## config.mk

```make
export PLATFORM = sky130hd
export DESIGN_NAME = bitnet_axi_lite_master
export DESIGN_NICKNAME = d
export VERILOG_FILES = /design/src/rtl/bitnet_axi_lite_master.sv
export SDC_FILE = /design/constraint.sdc
export NUM_CORES = 1
export LEC_CHECK = 0
export CORE_ASPECT_RATIO = 1.25
export CORE_MARGIN = 5
export CORE_UTILIZATION = 35
export DETAILED_ROUTE_END_ITERATION = 8
export PLACE_DENSITY = 0.74
export REMOVE_ABC_BUFFERS = 1
export SYNTH_ARGS = -nofsm -noshare
export SYNTH_HDL_FRONTEND = slang
export SYNTH_SLANG_ARGS = --single-unit
```

## constraint.sdc

```tcl
create_clock -name aclk -period 1.8 [get_ports aclk]
set_input_delay 0.27 -clock aclk [delete_from_list [all_inputs] [get_ports aclk]]
set_output_delay 0.27 -clock aclk [all_outputs]
set_load 0.02 [all_outputs]
```

## src/rtl/bitnet_axi_lite_master.sv

```systemverilog
// Single-outstanding AXI4-Lite master: turns a command/response stream into AXI4-Lite transactions.
// Optional per-transaction watchdog enabled by defining BITNET_AXIM_TIMEOUT_EN.
module bitnet_axi_lite_master #(
  parameter int ADDR_W         = 6,
  parameter int DATA_W         = 32,
  parameter int TIMEOUT_CYCLES = 256
) (
  input  logic                aclk,
  input  logic                areset,
  input  logic                cmd_valid,
  output logic                cmd_ready,
  input  logic                cmd_write,
  input  logic [ADDR_W-1:0]   cmd_addr,
  input  logic [DATA_W-1:0]   cmd_wdata,
  input  logic [DATA_W/8-1:0] cmd_wstrb,
  output logic                rsp_valid,
  input  logic                rsp_ready,
  output logic [DATA_W-1:0]   rsp_rdata,
  output logic [1:0]          rsp_resp,
  output logic                rsp_timeout,
  output logic                busy,
  output logic [ADDR_W-1:0]   m_axi_awaddr,
  output logic [2:0]          m_axi_awprot,
  output logic                m_axi_awvalid,
  input  logic                m_axi_awready,
  output logic [DATA_W-1:0]   m_axi_wdata,
  output logic [DATA_W/8-1:0] m_axi_wstrb,
  output logic                m_axi_wvalid,
  input  logic                m_axi_wready,
  input  logic [1:0]          m_axi_bresp,
  input  logic                m_axi_bvalid,
  output logic                m_axi_bready,
  output logic [ADDR_W-1:0]   m_axi_araddr,
  output logic [2:0]          m_axi_arprot,
  output logic                m_axi_arvalid,
  input  logic                m_axi_arready,
  input  logic [DATA_W-1:0]   m_axi_rdata,
  input  logic [1:0]          m_axi_rresp,
  input  logic                m_axi_rvalid,
  output logic                m_axi_rready
);

  typedef enum logic [2:0] {
    S_IDLE,
    S_WR_ADDR_DATA,
    S_WR_RESP,
    S_RD_ADDR,
    S_RD_DATA,
    S_RSP
  } state_e;

  state_e                state_q, state_d;
  logic [ADDR_W-1:0]     addr_q, addr_d;
  logic [DATA_W-1:0]     wdata_q, wdata_d;
  logic [DATA_W/8-1:0]   wstrb_q, wstrb_d;
  logic                  awvalid_q, awvalid_d;
  logic                  wvalid_q, wvalid_d;
  logic                  arvalid_q, arvalid_d;
  logic [DATA_W-1:0]     rsp_rdata_q, rsp_rdata_d;
  logic [1:0]            rsp_resp_q, rsp_resp_d;
  logic                  rsp_timeout_q, rsp_timeout_d;
  logic                  accept;
  logic                  timeout_hit;

  // A command arriving while reset is held would be discarded, so it is never acknowledged.
  assign cmd_ready = (state_q == S_IDLE) && !areset;
  assign accept    = cmd_valid && cmd_ready;

`ifdef BITNET_AXIM_TIMEOUT_EN
  localparam int CNT_W = $clog2(TIMEOUT_CYCLES + 1);

  logic [CNT_W-1:0] cnt_q, cnt_d;
  logic             in_wait;

  assign in_wait     = (state_q inside {S_WR_ADDR_DATA, S_WR_RESP, S_RD_ADDR, S_RD_DATA});
  assign timeout_hit = in_wait && (cnt_q == CNT_W'(TIMEOUT_CYCLES));

  always_comb begin
    cnt_d = cnt_q;
    if (accept) begin
      cnt_d = '0;
    end else if (in_wait && !timeout_hit) begin
      cnt_d = cnt_q + CNT_W'(1);
    end
  end

  always_ff @(posedge aclk) begin
    if (areset) begin
      cnt_q <= '0;
    end else begin
      cnt_q <= cnt_d;
    end
  end

  // Idle sinks late responses from an abandoned transaction; the timeout cycle itself handshakes nothing.
  assign m_axi_bready = (state_q == S_IDLE) || ((state_q == S_WR_RESP) && !timeout_hit);
  assign m_axi_rready = (state_q == S_IDLE) || ((state_q == S_RD_DATA) && !timeout_hit);
`else
  assign timeout_hit  = 1'b0;
  assign m_axi_bready = (state_q == S_WR_RESP);
  assign m_axi_rready = (state_q == S_RD_DATA);
`endif

  always_comb begin
    // NOTE: every _d gets its hold value first so no path through the case can infer a latch.
    state_d       = state_q;
    addr_d        = addr_q;
    wdata_d       = wdata_q;
    wstrb_d       = wstrb_q;
    awvalid_d     = awvalid_q;
    wvalid_d      = wvalid_q;
    arvalid_d     = arvalid_q;
    rsp_rdata_d   = rsp_rdata_q;
    rsp_resp_d    = rsp_resp_q;
    rsp_timeout_d = rsp_timeout_q;

    unique case (state_q)
      S_IDLE: begin
        if (accept) begin
          addr_d        = cmd_addr;
          wdata_d       = cmd_wdata;
          wstrb_d       = cmd_wstrb;
          rsp_timeout_d = 1'b0;
          if (cmd_write) begin
            awvalid_d = 1'b1;
            wvalid_d  = 1'b1;
            state_d   = S_WR_ADDR_DATA;
          end else begin
            arvalid_d = 1'b1;
            state_d   = S_RD_ADDR;
          end
        end
      end
      S_WR_ADDR_DATA: begin
        // Address and data channels complete independently, in either order.
        if (awvalid_q && m_axi_awready) awvalid_d = 1'b0;
        if (wvalid_q && m_axi_wready)   wvalid_d  = 1'b0;
        if (!awvalid_d && !wvalid_d)    state_d   = S_WR_RESP;
      end
      S_WR_RESP: begin
        if (m_axi_bvalid && m_axi_bready) begin
          rsp_rdata_d = '0;
          rsp_resp_d  = m_axi_bresp;
          state_d     = S_RSP;
        end
      end
      S_RD_ADDR: begin
        if (m_axi_arready) begin
          arvalid_d = 1'b0;
          state_d   = S_RD_DATA;
        end
      end
      S_RD_DATA: begin
        if (m_axi_rvalid && m_axi_rready) begin
          rsp_rdata_d = m_axi_rdata;
          rsp_resp_d  = m_axi_rresp;
          state_d     = S_RSP;
        end
      end
      S_RSP: begin
        if (rsp_ready) state_d = S_IDLE;
      end
      default: state_d = S_IDLE;
    endcase

    // Abandoning the transaction overrides whatever the wait state decided this cycle.
    if (timeout_hit) begin
      awvalid_d     = 1'b0;
      wvalid_d      = 1'b0;
      arvalid_d     = 1'b0;
      rsp_rdata_d   = '0;
      rsp_resp_d    = 2'b11;
      rsp_timeout_d = 1'b1;
      state_d       = S_RSP;
    end
  end

  always_ff @(posedge aclk) begin
    // NOTE: state registers use non-blocking assignments so every flop samples pre-edge values.
    if (areset) begin
      state_q       <= S_IDLE;
      addr_q        <= '0;
      wdata_q       <= '0;
      wstrb_q       <= '0;
      awvalid_q     <= 1'b0;
      wvalid_q      <= 1'b0;
      arvalid_q     <= 1'b0;
      rsp_rdata_q   <= '0;
      rsp_resp_q    <= '0;
      rsp_timeout_q <= 1'b0;
    end else begin
      state_q       <= state_d;
      addr_q        <= addr_d;
      wdata_q       <= wdata_d;
      wstrb_q       <= wstrb_d;
      awvalid_q     <= awvalid_d;
      wvalid_q      <= wvalid_d;
      arvalid_q     <= arvalid_d;
      rsp_rdata_q   <= rsp_rdata_d;
      rsp_resp_q    <= rsp_resp_d;
      rsp_timeout_q <= rsp_timeout_d;
    end
  end

  assign m_axi_awaddr  = addr_q;
  assign m_axi_awprot  = 3'b000;
  assign m_axi_awvalid = awvalid_q;
  assign m_axi_wdata   = wdata_q;
  assign m_axi_wstrb   = wstrb_q;
  assign m_axi_wvalid  = wvalid_q;
  assign m_axi_araddr  = addr_q;
  assign m_axi_arprot  = 3'b000;
  assign m_axi_arvalid = arvalid_q;

  assign rsp_valid   = (state_q == S_RSP);
  assign rsp_rdata   = rsp_rdata_q;
  assign rsp_resp    = rsp_resp_q;
  assign rsp_timeout = rsp_timeout_q;
  assign busy        = (state_q != S_IDLE);

endmodule

```

# Word level (Yosys, flattened, before mapping)
# Cells that the tools add are included.
op_classes:
  eq_ne: 13
  muxes: 26
  n_reduce_logical: 20
ops:
  columns: ["op", "n"]
  rows:
  - ["$mux 32", 2]
  - ["$pmux 32 s2", 1]
  - ["$mux 3", 6]
  - ["$pmux 3 s6", 1]
  - ["$ne 2x2->1 const B", 5]
  - ["$mux 1", 9]
  - ["$logic_and 1x1->1", 7]
  - ["$eq 3x2->1 const B", 2]
  - ["$eq 3x3->1 const B", 2]
  - ["$mux 2", 3]
  - ["$ne 2x1->1 const B", 3]
  - ["$pmux 1 s2", 3]
  - ["$reduce_and 3->1", 2]
  - ["$reduce_and 6->1", 1]
  - ["$reduce_bool 2->1", 3]
  - ["$pmux 2 s2", 1]
  - ["$reduce_and 4->1", 1]
  - ["$eq 3x1->1 const B", 1]
  - ["$logic_not 1->1", 3]
  - ["$logic_not 3->1", 1]
  - ["$reduce_bool 3->1", 1]
  - ["$reduce_and 2->1", 1]
word_totals:
  reg_bits: 82
  in_bits: 88
  output_inout_bits: 97
  wordCells: 68

# Logic depth before layout (Yosys ltp)
# Gate-level depths: netlist (run 1).
depth:
  depth_word: 7
  ltp_mapped: 7
  ltp_nobuf: 4

# Worst setup path after synthesis (run 1)
# OpenSTA, ideal clock, no wires.
synth_path:
  path_kind: "flip-flop to flip-flop"
  startpoint: "reg state_q[0]"
  endpoint: "reg wdata_q[21] (netlist: m_axi_wdata[21])"
  setup_ns: 0.121
  arrival_ns: 1.314
  required_ns: 1.679
  slack_ns: 0.365
  path_stages_with_launch: 6
  n_path_buf: 2
  synth_period_minus_slack_ns: 1.435
  cell_sequence: "dfxtp_1 or3_4 nor2_4 buf_12 buf_6 o21ai_0"
synth_between:
  elab_chain_len: 4
synth_lines:
  columns: ["element", "line_no", "text"]
  rows:
  - ["start, declared", "52", "state_e state_q, state_d;"]
  - ["start signal, assigned", "192", "state_q <= state_d;"]
  - ["$logic_not 3->1 (*)", "66, 117", null]
  - ["$logic_and 1x1->1", "66", "assign cmd_ready = (state_q == S_IDLE) && !areset;"]
  - ["$logic_and 1x1->1", "67", "assign accept = cmd_valid && cmd_ready;"]
  - ["$reduce_and 2->1 (no source line) (*)", null, null]
  - ["end signal, assigned", "194", "wdata_q <= wdata_d;"]
  - ["end, declared", "54", "logic [DATA_W-1:0] wdata_q, wdata_d;"]
# Every way passes the cells marked *; elsewhere a longest branch is shown, timed or not.
# A chain may end at the register's enable or synchronous reset.

# Final worst setup path (run 1)
layout_path:
  startpoint: "reg state_q[0]"
  endpoint: "out busy"
layout_between:
  elab_chain_len: 1
layout_lines:
  columns: ["element", "line_no", "text"]
  rows:
  - ["$reduce_bool 3->1", "219", "assign busy = (state_q != S_IDLE);"]
  - ["end, declared", "21", "output logic busy,"]
# Every way passes these cells.

==> impl_metrics.csv, run 1 <==
group,metric,value,unit
critical_path,critPathRequiredTime,1.53,ns
logic_synthesis,synth_area_per_cell,9.10,µm²
logic_synthesis,ys_types,40,
power_and_ir_drop,ir_drop,769,µV
floorplanning,die_y,119,µm
clocking,clk_pin_slew,0.06,ns
drt,drt_iter0_drc,138,
cells_and_area,multi_input_area,0.00141,mm²
logic_synthesis,netlist_area,0.00334,mm²
place,port_buffers,177,
floorplanning,initial_core_util,36.2,%
global_routing,grt_max_degree,84,
cells_and_area,design_area,0.00542,mm²
drt,wl_per_cell,14.0,µm
global_routing,track_usage,15.3,%
logic_synthesis,ys_seq_area_share,49.1,%
clocking,clock_path_buffers,2,
logic_synthesis,synthTopCellsByArea,"dfxtp_1, nand2b_1, a22oi_1",
global_routing,antenna_found_initial,1,
timing,min_period,1.74,ns
drt,first_pass_iters,5,
floorplanning,core-area,0.00922,mm²
critical_path,cp_max_fo,3,
place,place_congestion,0.806,
logic_synthesis,ys_seq_elements,82,
cells_and_area,seq_area,0.00164,mm²
timing,finalCritPeriodShare,96.9,%
place,placed_area,0.00511,mm²
power_and_ir_drop,pwr-share-seq,35.2,%
power_and_ir_drop,p_int,0.00444,W
power_and_ir_drop,power.share.clock,29.4,%
drt,routed_wl,9210,µm
timing,setup_viol,0,
power_and_ir_drop,switching_share,31.4,%
logic_synthesis,synth_top_area_share,49.1,%
floorplanning,die_area,0.0116,mm²
cells_and_area,fillers,808,
clocking,ctsHoldBuffers,0,
timing,fin_worst_skew,0.0102,ns
timing,max_freq,574,MHz
drt,ant_nets,0,
timing,hold_violations,0,
cells_and_area,final_nets,618,
floorplanning,fp-row-count,39,
cells_and_area,area_delta_synth_final,62.2,%
power_and_ir_drop,pwr-share-comb,35.4,%
logic_synthesis,yosys_warnings,0,
logic_synthesis,synthArstFlopShare,0,%
clocking,clk_latency,0.33,ns
logic_synthesis,synth_edf_count,0,
floorplanning,io_pins,185,
timing,maxSlewViolCount,0,
drt,post_drt_via_cell_ratio,4.60,
power_and_ir_drop,power_density,1190,mW/mm²
critical_path,end_kind,"output pin",
cells_and_area,drive_gt1_share,7.85,%
clocking,clock_sinks,82,
outcome,outcome,"complete, no violations",
hold_path,hold_class,"in -> reg",
critical_path,start_kind,"flop",
timing,grt_setup_unrepaired,"no",
drt,drc,0,
critical_path,crit_arrival,1.47,ns
floorplanning,chipWidth,97.4,µm
place,dp_hpwl,6690,µm
clocking,cts_root_buf,"clkbuf_16",
logic_synthesis,yosys_most_used_dff,"dfxtp_1",
global_routing,grt_pass1_vias,2961,
run,drv_cap,0,
cells_and_area,diodes,0,
global_routing,grt_pass1_wl,14600,µm
clocking,cts_inserted_buffers,9,
power_and_ir_drop,power_leakage,1.98,nW
logic_synthesis,yosysTopAreaCell,"dfxtp_1",
drt,num_vias,3026,
critical_path,crit_type,"reg -> out",
timing,setup_slack,0.0566,ns
power_and_ir_drop,p_sw,0.00203,W
place,dp_slack,0.0455,ns
clocking,cts_tree,"built",
logic_synthesis,synthCells,367,
global_routing,grt-ovfl-total,0,
clocking,h-tree-depth,3,
-- final cells by class --
type                            instances  share of cell area [%]
Multi-Input combinational cell        247                    26.0
Inverter                                2                   0.139
Sequential cell                        82                    30.3
Tap cell                              123                    2.84
Timing Repair Buffer                  188                    35.0
Clock inverter                          5                    1.45
Clock buffer                           11                    4.30
-- per-stage QoR --
| step | hold WS, ns | power (W) | utilization [%] | instances | TNS, ns |
|---|---|---|---|---|---|
| 6_report | 0.470 | 0.00647 | 58.7 | 658 | 0 |
| 2_1_floorplan | 0.336 | 0.00343 | - | 331 | -22.47 |
| 5_1_grt | 0.480 | 0.00682 | 58.7 | 658 | 0 |
| 3_3_place_gp | 0.458 | 0.00461 | 55.4 | 642 | 0 |
| 4_1_cts | 0.469 | 0.00656 | 58.7 | 658 | 0 |
| 3_5_place_dp | 0.462 | 0.00464 | 55.4 | 642 | 0 |
-- layout by cell type (no fill, tap or decap), types with 2 or more instances in the layout --
master,count
o21ai_2,5
a21oi_1,2
nand2_1,48
mux2i_1,3
a211oi_1,2
clkbuf_16,9
conb_1,7
mux2_2,2
dlygate4sd2_1,4
clkbuf_1,2
clkdlybuf4s50_1,171
clkinv_2,2
a22oi_1,32
buf_12,4
nand2b_1,44
nor2_1,40
nor2b_1,2
nor3_1,2
inv_1,2
o21ai_0,39
buf_4,7
nand3b_1,2
dfxtp_1,82
bufinv_16,2
-- kinds of logic (layout without fill, tap and decap cells) --
family	after synthesis	in the layout	share of synthesized area [%]
and+or+nand+nor	149	149	22.9
AOI/OAI and AO/OA	86	86	16.9
DFF	82	82	49.1
buffers and inverters	44	206	9.36
muxes	5	5	1.57
other	1	7	0.112
-- sequential cells by signal, summed over array words and instances (netlist names) --
name and cells:
m_axi_wdata 32, rsp_resp 2, m_axi_wstrb 4, rsp_rdata 32, state_q 3, m_axi_araddr 6
m_axi_arvalid 1, m_axi_wvalid 1, m_axi_awvalid 1
-- what timing repair did --
action / 4_1_cts / 5_1_grt
resized for setup: 5 / 1
endpoints found under the hold margin: 0 / 0
setup buffers: 0 / 0
endpoints found under the setup margin: 5 / 1
-- routing by layer --
metal	global-route usage [%]	vias to the layer above	share of wire, %
met1	16.7	1360	40
met4	6.41	2	0.98
met2	26.2	114	50
met5	0	-	0.076
met3	6.20	10	8.3
li1	-	1540	-
-- critical path, stage by stage (launching register included) --
cell and delay (ns):
dfxtp_1 0.32, or3_4 0.39, buf_4 0.16, clkdlybuf4s15_1 0.28
-- synth_stat cells, types with 3 or more instances --
library cell	count
a22oi_1	32
clkbuf_2	3
clkbuf_1	9
nand2b_1	44
nor2_1	40
mux2i_1	3
buf_2	6
o21ai_2	5
buf_8	4
nand2_1	48
dfxtp_1	82
buf_4	18
o21ai_0	39
-- power by group through the flow --
stage                     registers, W  logic, W  clock network [W]
after floorplan                0.00272  0.000718                  0
after global placement         0.00230   0.00231                  0
after detailed placement       0.00231   0.00233                  0
after CTS                      0.00228   0.00231            0.00197
after global routing           0.00231   0.00246            0.00205
final                          0.00228   0.00229            0.00190
-- final timing paths --
| kind | cells after the start | from | slack [ns] | end |
|---|---|---|---|---|
| max reg2reg | 6 | state_q[0]$_SDFFE_PP0P_ | 0.23 | m_axi_wvalid$_SDFFE_PP0P_ |
| min reg2reg | 2 | m_axi_wdata[6]$_SDFFE_PP0P_ | 0.47 | m_axi_wdata[6]$_SDFFE_PP0P_ |
| max | 3 | state_q[0]$_SDFFE_PP0P_ | 0.06 | busy |
| min | 3 | areset | 0.47 | rsp_rdata[7]$_SDFFE_PP0P_ |
No activity file was read; power rests on OpenSTA's default activity.
==> run 2, diff against run 1 <==
PLACE_DENSITY = 0.85   (was 0.74)
==> run 2 against run 1 <==
  * Hold slack lost 0.017 ns
  * First-iteration DRC count decreased by 24%
  * Sequential power barely moved
  * Core utilization decreased by 0.11 points
  * Non-clock buffer count shrank 1
  * Critical path type unchanged
  * Critical endpoint is now m_axi_rready
==> impl_metrics.csv, run 2 (synthesized netlist as in run 1, its figures left out) <==
group,metric,value,unit
critical_path,critPathRequiredTime,1.53,ns
timing,finalCritPeriodShare,93.5,%
cells_and_area,area_delta_synth_final,61.9,%
drt,wl_per_cell,14.4,µm
drt,drt_iter0_drc,105,
clocking,cts_inserted_buffers,9,
clocking,cts_setup_buffers,0,
clocking,cts_root_buf,"clkbuf_16",
floorplanning,io_pins,185,
place,placed_area,0.00509,mm²
cells_and_area,diodes,0,
power_and_ir_drop,power.share.clock,30.7,%
critical_path,start_kind,"flop",
clocking,cts_tree,"built",
power_and_ir_drop,totalPowerFinal,0.00658,W
floorplanning,core-area,0.00922,mm²
power_and_ir_drop,power_density,1220,mW/mm²
critical_path,crit_type,"reg -> out",
cells_and_area,final_cell_mix,"clkdlybuf4s50_1, dfxtp_1, nand2_1, nand2b_1, nor2_1",
place,port_buffers,177,
timing,maxSlewViolCount,0,
power_and_ir_drop,switching_share,31.0,%
global_routing,grt_pass1_vias,3129,
run,drv_cap,0,
cells_and_area,final_util,58.6,%
clocking,clock_path_buffers,2,
outcome,outcome,"complete, no violations",
place,dp_hpwl,7100,µm
cells_and_area,final_nets,617,
timing,hold_violations,0,
timing,slew_headroom,50.4,%
critical_path,end_kind,"output pin",
drt,post_drt_via_cell_ratio,4.67,
timing,min_period,1.68,ns
drt,first_pass_iters,4,
timing,fin_worst_skew,0.00594,ns
drt,routed_wl,9440,µm
clocking,clk_latency,0.32,ns
critical_path,slowest_delay,0.36,ns
timing,max_slew.worst_pin.slew,0.744,ns
critical_path,crit_arrival,1.41,ns
place,place_congestion,0.849,
global_routing,grt-ovfl-total,0,
critical_path,path_cells,"buf_4, nor3b_4, dlygate4sd2_1",
power_and_ir_drop,p_sw,0.00204,W
power_and_ir_drop,ir_drop,613,µV
cells_and_area,seq_area,0.00164,mm²
global_routing,track_usage,15.8,%
critical_path,cp_max_fo,9,
drt,ant_nets,0,
floorplanning,die_area,0.0116,mm²
global_routing,grt_max_degree,84,
clocking,clock_sinks,82,
power_and_ir_drop,p_int,0.00454,W
power_and_ir_drop,power_leakage,1.97,nW
cells_and_area,drive_gt1_share,8.08,%
global_routing,grt_pass1_wl,15300,µm
floorplanning,die_y,119,µm
floorplanning,fp-row-count,39,
cells_and_area,design_area,0.00541,mm²
floorplanning,chipWidth,97.4,µm
drt,drc,0,
drt,num_vias,3060,
global_routing,antenna_found_initial,0,
timing,max_freq,594,MHz
hold_path,hold_class,"reg -> reg",
clocking,clk_pin_slew,0.06,ns
cells_and_area,mostFrequentLayoutCell,"clkdlybuf4s50_1",
cells_and_area,fillers,796,
timing,setup_viol,0,
clocking,h-tree-depth,3,
timing,grt_setup_unrepaired,"no",
floorplanning,initial_core_util,36.2,%
power_and_ir_drop,pwr-share-seq,34.7,%
critical_path,crit_path_top_delay_cell,"dlygate4sd2_1",
clocking,ctsHoldBuffers,0,
cells_and_area,multi_input_area,0.00141,mm²
power_and_ir_drop,pwr-share-comb,34.6,%
run 2: changes by cell type in the layout (fill, tap and decap cells not counted), sizes merged:
cell / previous run / this run
buf: 12 / 11
bufinv: 2 / 3
clkdlybuf4s15: 1 / 0
clkinv: 3 / 0
clkinvlp: 0 / 2
dlygate4sd2: 4 / 3
run 2: layout make-up:
class	instances	area share, %
sequential	82	30.4
tap	123	2.85
inverter	2	0.139
multi-input combinational	247	26.1
timing repair buffer	187	34.5
clock inverter	5	1.94
clock buffer	9	4.16
run 2: per-stage QoR:
stage	hold slack, ns	cells	setup TNS, ns	setup WS (ns)
after floorplan	0.336	331	-22.47	-0.380
after global placement	0.439	641	0	0.0832
after detailed placement	0.451	641	0	0.0246
after CTS	0.460	655	0	0.0115
after global routing	0.492	655	0	0.00816
final	0.454	655	0	0.117
run 2: critical path: cells and delay by family (launching register included):
family / cells / cell delay (ns)
DFF: 1 / 0.35
and+or+nand+nor: 1 / 0.19
buffers and inverters: 2 / 0.55
run 2: final timing paths:
path | from | to | slack, ns | depth (start not counted)
max reg2reg | state_q[1]$_SDFFE_PP0P_ | state_q[1]$_SDFFE_PP0P_ | 0.14 | 5
min | m_axi_arvalid$_SDFFE_PP0P_ | m_axi_arvalid$_SDFFE_PP0P_ | 0.45 | 2
min reg2reg | m_axi_arvalid$_SDFFE_PP0P_ | m_axi_arvalid$_SDFFE_PP0P_ | 0.45 | 2
max | state_q[1]$_SDFFE_PP0P_ | m_axi_rready | 0.12 | 3
run 2: power by group through the flow:
stage / sequential (W) / combinational (W) / clock (W)
detailed placement: 0.00232 / 0.00233 / 0
floorplan: 0.00272 / 0.000718 / 0
CTS: 0.00228 / 0.00231 / 0.00207
finish: 0.00228 / 0.00228 / 0.00202
global placement: 0.00230 / 0.00227 / 0
global route: 0.00233 / 0.00244 / 0.00217
run 2: timing repair:
item,in CTS,in global routing
pin swaps,0,0
cloned,0,0
setup endpoints to repair,5,2
gates resized for setup,6,3
run 2: per-layer routing:
| layer | vias up | part of all wire (%) | global-route usage (%) |
|---|---|---|---|
| met5 | - | 0 | 0 |
| met4 | 0 | 2.6 | 6.58 |
| met3 | 18 | 8.4 | 6.67 |
| met2 | 113 | 53 | 27.7 |
| met1 | 1401 | 36 | 16.7 |
| li1 | 1528 | - | - |
